--- config.mk ---
export PLATFORM = sky130hd
export DESIGN_NAME = vector_lane_sequencer
export DESIGN_NICKNAME = d
export VERILOG_FILES = /design/src/rtl/vlane_pkg.sv /design/src/rtl/vlane_alu.sv /design/src/rtl/vector_lane_sequencer.sv
export SDC_FILE = /design/constraint.sdc
export NUM_CORES = 1
export LEC_CHECK = 0
export ABC_AREA = 1
export BUFFER_PORTS_ARGS = -buffer_cell sky130_fd_sc_hd__clkbuf_2
export CORE_UTILIZATION = 60
export DETAILED_ROUTE_END_ITERATION = 10
export HOLD_SLACK_MARGIN = 0.03
export MAX_ROUTING_LAYER = met4
export PLACE_DENSITY = 0.82
export SYNTH_ARGS = -nofsm -noshare
export SYNTH_HDL_FRONTEND = slang
export SYNTH_SLANG_ARGS = --single-unit
--- constraint.sdc ---
create_clock -name clk -period 4.87 [get_ports clk]
set_input_delay 0.974 -clock clk [delete_from_list [all_inputs] [get_ports clk]]
set_output_delay 0.974 -clock clk [all_outputs]
set_load 0.01 [all_outputs]
--- src/rtl/vlane_pkg.sv ---
// Shared types for the vector lane sequencer: op codes, FSM states and latched command fields.
package vlane_pkg;

  typedef enum logic [2:0] {
    VOP_ADD = 3'd0,
    VOP_SUB = 3'd1,
    VOP_AND = 3'd2,
    VOP_OR  = 3'd3,
    VOP_XOR = 3'd4,
    VOP_SLL = 3'd5,
    VOP_SRL = 3'd6,
    VOP_MIN = 3'd7
  } vop_e;

  typedef enum logic [1:0] {
    ST_IDLE  = 2'd0,
    ST_RUN   = 2'd1,
    ST_DRAIN = 2'd2
  } state_e;

  // Width-independent command fields; register/element addresses live in the top.
  typedef struct packed {
    vop_e op;
    logic scalar_en;
  } vlane_cmd_t;

endpackage

--- src/rtl/vlane_alu.sv ---
// Combinational element ALU: (op, a, b) -> result. Shifts use only the low log2(DATA_WIDTH) bits of b.
import vlane_pkg::*;

module vlane_alu #(
  parameter int DATA_WIDTH = 32
) (
  input  vop_e                  i_op,
  input  logic [DATA_WIDTH-1:0] i_a,
  input  logic [DATA_WIDTH-1:0] i_b,
  output logic [DATA_WIDTH-1:0] o_result
);

  localparam int SHW = $clog2(DATA_WIDTH);

  logic [SHW-1:0] w_shamt;
  assign w_shamt = i_b[SHW-1:0];

  always_comb begin
    o_result = '0;
    case (i_op)
      VOP_ADD: o_result = i_a + i_b;
      VOP_SUB: o_result = i_a - i_b;
      VOP_AND: o_result = i_a & i_b;
      VOP_OR:  o_result = i_a | i_b;
      VOP_XOR: o_result = i_a ^ i_b;
      VOP_SLL: o_result = i_a << w_shamt;
      VOP_SRL: o_result = i_a >> w_shamt;
      VOP_MIN: o_result = ($signed(i_a) < $signed(i_b)) ? i_a : i_b;
      default: o_result = '0;
    endcase
  end

endmodule

--- src/rtl/vector_lane_sequencer.sv ---
// Single-lane vector sequencer: one element per cycle through a one-stage write pipeline.
// Optional scalar second operand enabled by defining VLANE_SCALAR_EN.
import vlane_pkg::*;

module vector_lane_sequencer #(
  parameter int ADDR_WIDTH = 5,
  parameter int DATA_WIDTH = 32,
  parameter int NUM_ELE    = 32
) (
  input  logic                  clk,
  input  logic                  reset_n,
  input  logic                  cmd_valid,
  output logic                  cmd_ready,
  input  logic [2:0]            cmd_op,
  input  logic [ADDR_WIDTH-1:0] cmd_vd,
  input  logic [ADDR_WIDTH-1:0] cmd_vs1,
  input  logic [ADDR_WIDTH-1:0] cmd_vs2,
  input  logic [ADDR_WIDTH:0]   cmd_vl,
`ifdef VLANE_SCALAR_EN
  input  logic                  cmd_scalar_en,
  input  logic [DATA_WIDTH-1:0] cmd_scalar,
`endif
  output logic [ADDR_WIDTH-1:0] rAddr1_1,
  output logic [ADDR_WIDTH-1:0] rAddr2_1,
  input  logic [DATA_WIDTH-1:0] rData1,
  output logic [ADDR_WIDTH-1:0] rAddr1_2,
  output logic [ADDR_WIDTH-1:0] rAddr2_2,
  input  logic [DATA_WIDTH-1:0] rData2,
  output logic [ADDR_WIDTH-1:0] wAddr1,
  output logic [ADDR_WIDTH-1:0] wAddr2,
  output logic [DATA_WIDTH-1:0] wData,
  output logic                  wEnable,
  output logic                  busy,
  output logic                  done
);

  localparam logic [ADDR_WIDTH:0] LP_NUM_ELE = (ADDR_WIDTH + 1)'(NUM_ELE);
  localparam logic [ADDR_WIDTH:0] LP_ONE     = (ADDR_WIDTH + 1)'(1);

  state_e                r_state;
  vlane_cmd_t            r_cmd;
  logic [ADDR_WIDTH-1:0] r_vd;
  logic [ADDR_WIDTH-1:0] r_vs1;
  logic [ADDR_WIDTH-1:0] r_vs2;
  logic [ADDR_WIDTH:0]   r_vl;
  logic [ADDR_WIDTH-1:0] r_idx;
  logic                  r_cmd_ready;
  logic                  r_done;
  logic                  r_wb_valid;
  logic [ADDR_WIDTH-1:0] r_wb_idx;
  logic [DATA_WIDTH-1:0] r_wb_data;

  logic [ADDR_WIDTH:0]   w_eff_vl;
  logic                  w_run;
  logic                  w_port2_on;
  logic                  w_last;
  logic [DATA_WIDTH-1:0] w_op_b;
  logic [DATA_WIDTH-1:0] w_alu_result;

  assign w_eff_vl   = (cmd_vl > LP_NUM_ELE) ? LP_NUM_ELE : cmd_vl;
  assign w_run      = (r_state == ST_RUN);
  assign w_port2_on = w_run && !r_cmd.scalar_en;
  assign w_last     = ({1'b0, r_idx} == (r_vl - LP_ONE));

  assign rAddr1_1 = w_run ? r_vs1 : '0;
  assign rAddr2_1 = w_run ? r_idx : '0;
  assign rAddr1_2 = w_port2_on ? r_vs2 : '0;
  assign rAddr2_2 = w_port2_on ? r_idx : '0;

`ifdef VLANE_SCALAR_EN
  logic [DATA_WIDTH-1:0] r_scalar;
  assign w_op_b = r_cmd.scalar_en ? r_scalar : rData2;
`else
  assign w_op_b = rData2;
`endif

  vlane_alu #(
    .DATA_WIDTH(DATA_WIDTH)
  ) u_alu (
    .i_op    (r_cmd.op),
    .i_a     (rData1),
    .i_b     (w_op_b),
    .o_result(w_alu_result)
  );

  // FSM, element counter and write stage share one register process.
  always_ff @(posedge clk or negedge reset_n) begin
    if (!reset_n) begin
      r_state     <= ST_IDLE;
      r_cmd       <= '0;
      r_vd        <= '0;
      r_vs1       <= '0;
      r_vs2       <= '0;
      r_vl        <= '0;
      r_idx       <= '0;
      r_cmd_ready <= 1'b1;
      r_done      <= 1'b0;
      r_wb_valid  <= 1'b0;
      r_wb_idx    <= '0;
      r_wb_data   <= '0;
    end else begin
      r_wb_valid <= 1'b0;
      r_done     <= 1'b0;
      case (r_state)
        ST_IDLE: begin
          if (cmd_valid) begin
            r_cmd.op    <= vop_e'(cmd_op);
`ifdef VLANE_SCALAR_EN
            r_cmd.scalar_en <= cmd_scalar_en;
`else
            r_cmd.scalar_en <= 1'b0;
`endif
            r_vd        <= cmd_vd;
            r_vs1       <= cmd_vs1;
            r_vs2       <= cmd_vs2;
            r_vl        <= w_eff_vl;
            r_idx       <= '0;
            r_cmd_ready <= 1'b0;
            if (w_eff_vl != '0) begin
              r_state <= ST_RUN;
            end else begin
              r_state <= ST_DRAIN;
              r_done  <= 1'b1;
            end
          end
        end
        ST_RUN: begin
          r_wb_valid <= 1'b1;
          r_wb_idx   <= r_idx;
          r_wb_data  <= w_alu_result;
          r_idx      <= r_idx + 1'b1;
          if (w_last) begin
            r_state <= ST_DRAIN;
            r_done  <= 1'b1;
          end
        end
        ST_DRAIN: begin
          r_state     <= ST_IDLE;
          r_cmd_ready <= 1'b1;
        end
        default: begin
          r_state     <= ST_IDLE;
          r_cmd_ready <= 1'b1;
        end
      endcase
    end
  end

`ifdef VLANE_SCALAR_EN
  always_ff @(posedge clk or negedge reset_n) begin
    if (!reset_n) begin
      r_scalar <= '0;
    end else if (r_state == ST_IDLE && cmd_valid) begin
      r_scalar <= cmd_scalar;
    end
  end
`endif

  assign cmd_ready = r_cmd_ready;
  assign busy      = !r_cmd_ready;
  assign done      = r_done;
  assign wEnable   = r_wb_valid;
  assign wAddr1    = r_vd;
  assign wAddr2    = r_wb_idx;
  assign wData     = r_wb_data;

endmodule

# Word level (Yosys, flattened, before mapping)
# Cells that the tools add are included.
# W data, S select, Z words.
# classes
n_bitwise	4
n_addsub	4
mux	19
n_reduce_logical	9
n_eq_ne	11
shifts	2
magnitude_cmp	2
# op_table
operator	count
$pmux W32 S8	1
$add A32 B32 Y32	1
$and A32 B32 Y32	1
$lt A32 B32 Y1	1
$mux W32	1
$or A32 B32 Y32	1
$shl A32 B5 Y32	1
$shr A32 B5 Y32	1
$sub A32 B32 Y32	1
$xor A32 B32 Y32	1
$mux W5	4
$eq A3 B3 Y1 const B	4
$pmux W5 S2	1
$reduce_and A2 Y1	4
$eq A3 B2 Y1 const B	2
$eq A5 B6 Y1	1
$gt A6 B6 Y1 const B	1
$mux W2	3
$mux W6	1
$reduce_bool A6 Y1	1
$sub A6 B1 Y6 const B	1
$add A5 B1 Y5 const B	1
$mux W1	5
$pmux W1 S2	2
other kinds (10)	10
# word_totals
output_inout_bits	66
inputBits	91
reg_bits	71

# Logic depth before layout (Yosys ltp)
# logic_depth
depth_word	6
depth_mapped	23

# Cells and area by module
# A second synthesis with hierarchy kept.
# unflattened
hier_cells	2326
hier_area_um2	12926.1
# by_module_without_submodules
module	area_per_inst_um2	instances	cells_per_inst
vlane_alu	9887.0	1	1960
vector_lane_sequencer	3039.2	1	366

# Worst setup path before layout
# No wires, ideal clock.
# synth_path
path_type	input-to-reg
from	in rData2[3]
to	reg r_wb_data[6], in the netlist wData[6]
required_ns	4.757
slack_ns	1.296
arrival_time_ns	3.461
cell_stages	22
path_cell_list	clkbuf_1 inv_2 clkbuf_1 buf_1 ha_1 clkbuf_1 nand2_1 nand3_1 nand2_2 nand2_1 nand2_2 nand2_2 nand2_2 nand2_2 nand2_2 buf_6 buf_6 nand2_1 nand3_1 nand4_1 nand2_1 inv_1
# synth_via
elab_chain_cells	3
elab_cells_between_ends	7
# synth_lines
element	line_no	text
start: declaration	vector_lane_sequencer.sv:28	input logic [DATA_WIDTH-1:0] rData2,
$lt A32 B32 Y1	vlane_alu.sv:28	VOP_MIN: o_result = ($signed(i_a) < $signed(i_b)) ? i_a : i_b;
$mux W32	vlane_alu.sv:28	
$pmux W32 S8 *	vlane_alu.sv:20	case (i_op)
end signal: assignment	vector_lane_sequencer.sv:130	r_wb_data <= w_alu_result;
end: declaration	vector_lane_sequencer.sv:51	logic [DATA_WIDTH-1:0] r_wb_data;
# Mark *: on every way between the ends. The rest lies on a longest branch, timed or not.
# A chain may end at the register's enable or synchronous reset.

# Worst setup path in the final report
# layout_path
from	in rData1[7]
to	reg r_wb_data[18], in the netlist wData[18]
# layout_via
elab_chain_cells	3
elab_cells_between_ends	7
# layout_lines
element	line_no	text
start: declaration	vector_lane_sequencer.sv:25	input logic [DATA_WIDTH-1:0] rData1,
$lt A32 B32 Y1	vlane_alu.sv:28	
$mux W32	vlane_alu.sv:28	
$pmux W32 S8 *	vlane_alu.sv:20	
# Marked as above.

==> run summary <==
vias per inst - 6.36
Max Clk Rate - 246 MHz
clock buffer depth - 2
reg2reg start - r_cmd[3]
switch share - 56.8%
Sequential Power Share - 19.2%
Die H - 147 µm
total number of vias - 16613
first-pass GRT wire length - 85900 µm
syn avg cell area - 5.55 µm²
CTS tree - done
startpoint types - input pin
Sw Pwr - 3.24 mW
Final setup viols - 0
cell with the largest stage delay on the worst path - ha_1
antenna violations before repair - 1
leading cell types in the layout, fill and taps excluded - nand2_1, inv_1, nand3_1, o21ai_0, nor2_1
GR Util All Layers - 53.9%
HP Start - wData[7]
clock slew at reported path FFs - 0.06 ns
FF-to-FF path depth - 13
asr flop ratio synth - 100%
Final Skew - 0.0189 ns
worst-skew pair later-pin latency - 0.37 ns
Clk pwr share - 12.1%
Crit path largest cell delay - 0.60 ns
share of cells above drive strength 1 - 11.1%
DIE AREA - 21600 µm²
Final Max Slew Viols - 0
routability cong. - 1.18
Hold Path Cell Cnt - 2
die width - 147 µm
CP arrival - 4.36 ns
Critical Path Sink Type - register
internal power - 2.46 mW
CTS Sinks - 71
Comb pwr share - 68.7%
Hold Buf Count CTS - 0
I/O Buffers - 156
clock root buffer - clkbuf_16
worst path bufs/invs - 3
Placement Cell Area - 13300 µm²
min cycle time layout - 4.07 ns
most common cell after layout, fill and taps aside - nand2_1
RSZ-0062 raised after global routing - false
status - finished, final reports clean
YS warnings - 0
CP startpoint - rData1[7]
CP delay by family, top - simple AND/OR/NAND/NOR gates
crit share post-route - 83.5%
CP dominant cell by count - nand2_2
grt total ovfl - 0
Detailed Place HPWL - 42900 µm
WP data required - 5.16 ns
nets - 2530
I/O Pins - 157
FP Rows - 52
Post-synth EDFFs - 0
Critical Setup Path Class - in -> reg
Starting DRT DRC Count - 2284
core area - 20400 µm²
Crit path depth - 17
DRC Markers - 0
post-synthesis sequential area ratio - 14.1%
Fin Setup TNS - 0 ns
Leak - 7.30 nW
PwrDens - 418 nW/µm²
Syn Std Cell Area - 12600 µm²
Least-Margin Pin Slew - 1.22 ns
area delta synth->final - 8.25%
largest net degree at the start of global routing - 81
critical path, cell by cell - clkbuf_2, inv_1, ha_1, o21ai_0, a21oi_2, nand2_2, nand2_1, nand2_2, nand2_2, nand2_2, nand2_1, nand2_2, nand2_1, nand3_1, nand3b_1, nand2_1, inv_1
Fin. Hold Viols - 0
Avg WL per Cell - 21.6 µm
maximum fanout along the worst path - 31
synth unique cells - 55
Pre-Repair DR Iteration Count - 7
peak supply drop - 0.000254 V
post-synth net total - 2459
max-cap viol count - 0
cell count after synthesis - 2267
Initial Util - 61.6%
CTS HTree Levels - 3
Post CTS Setup Buffer Count - 0
Yosys reg bits - 71
Tightest Hold Check Type - reg -> reg
final WL - 56600 µm
most common flop cell mapped by yosys - dfrtp_1
number of global-route vias before repair - 15088
CTS Buf Count - 9
worst reg-to-reg setup slack - 1.91 ns
ANT nets after route - 0
Final Cell Area - 13600 µm²
post-CTS sizing - 0
Slew HR - 18.0%
==> logic make-up after synthesis <==
family	after synthesis	synth area share, %
adders and majority gates	101	10.2
xor gates and xnor gates	15	1.04
muxes	6	0.477
AOI/OAI and AO/OA	440	20.0
DFF	71	14.1
buffers and inverters	404	13.0
and+or+nand+nor	1230	41.2
==> registers in the layout, indices dropped and copies added, names as in the netlist <==
| register | flops |
|---|---|
| r_state | 2 |
| wAddr2 | 5 |
| r_vs2 | 5 |
| r_vs1 | 5 |
| r_cmd | 3 |
| done | 1 |
| cmd_ready | 1 |
| wEnable | 1 |
| r_idx | 5 |
| r_vl | 6 |
| wAddr1 | 5 |
| wData | 32 |
==> layout make-up <==
class / count / area [µm²]
Multi-Input combinational cell: 1792 / 9200
Fill cell: 1994 / 6800
Sequential cell: 71 / 1780
Inverter: 287 / 1080
Timing Repair Buffer: 177 / 941
Tap cell: 270 / 338
Clock buffer: 9 / 225
Clock inverter: 7 / 63.8
Antenna cell: 1 / 2.50
==> worst reg2reg max path: cells and delay by family (launching register included) <==
| family | cells | cell delay [ns] |
|---|---|---|
| simple gates | 8 | 1.40 |
| buf+inv | 3 | 0.33 |
| flops | 1 | 0.53 |
| compound gates | 2 | 0.61 |
==> per-layer routing <==
metal / GRT usage, % / vias up / share of wire [%]
met3: 14.8 / 313 / 14
met1: 62.9 / 7373 / 35
met4: 42.1 / 0 / 9.1
met2: 78.0 / 1384 / 42
met5: - / - / 0
li1: - / 7543 / -
==> worst paths after layout <==
kind	to
worst max-delay path	wData[18]
worst min-delay path	wData[7]
worst max register to register	wData[27]
worst min register to register	wData[7]
max in group asynchronous	wData[28]
min in group asynchronous	r_vl[5]
==> metrics by stage <==
step	hold slack, ns	power [mW]	worst slack (ns)	cells	utilization (%)
floorplan	0.448	3.46	1.30	2267	-
global placement	0.461	4.69	0.892	2597	65.3
detailed placement	0.468	4.77	0.814	2597	65.3
CTS	0.485	5.47	1.18	2613	66.7
global route	0.498	6.02	0.737	2614	66.7
finish	0.482	5.70	0.804	2614	66.7
==> power by group through the flow <==
stage	combinational (mW)	sequential, mW	clock (mW)
after global routing	4.20	1.12	0.700
after detailed placement	3.69	1.08	0
after floorplan	2.35	1.10	0
final	3.91	1.09	0.690
after global placement	3.62	1.06	0
after CTS	3.71	1.08	0.680
==> synth_stat cells, drive strengths merged, types with 2 or more instances <==
| cell type | number | share of area, % |
|---|---|---|
| a211oi | 5 | 0.30 |
| a21oi | 113 | 4.7 |
| a221oi | 7 | 0.49 |
| a31oi | 4 | 0.20 |
| and2 | 2 | 0.099 |
| and3 | 2 | 0.099 |
| buf | 53 | 2.5 |
| clkbuf | 64 | 1.9 |
| dfrtp | 70 | 14 |
| fa | 2 | 0.32 |
| ha | 99 | 9.8 |
| inv | 286 | 8.5 |
| mux2i | 6 | 0.48 |
| nand2 | 695 | 21 |
| nand3 | 240 | 9.5 |
| nand3b | 12 | 0.72 |
| nand4 | 26 | 1.3 |
| nor2 | 204 | 6.3 |
| nor3 | 28 | 1.2 |
| nor4 | 3 | 0.15 |
| o211a | 3 | 0.24 |
| o211ai | 30 | 1.8 |
| o21a | 17 | 1.0 |
| o21ai | 215 | 8.5 |
| o21bai | 15 | 0.89 |
| o221ai | 5 | 0.35 |
| o22ai | 17 | 0.84 |
| o31ai | 2 | 0.12 |
| or2 | 17 | 0.84 |
| xor2 | 14 | 0.97 |
Note: power is estimated with default switching activity, not from simulation.
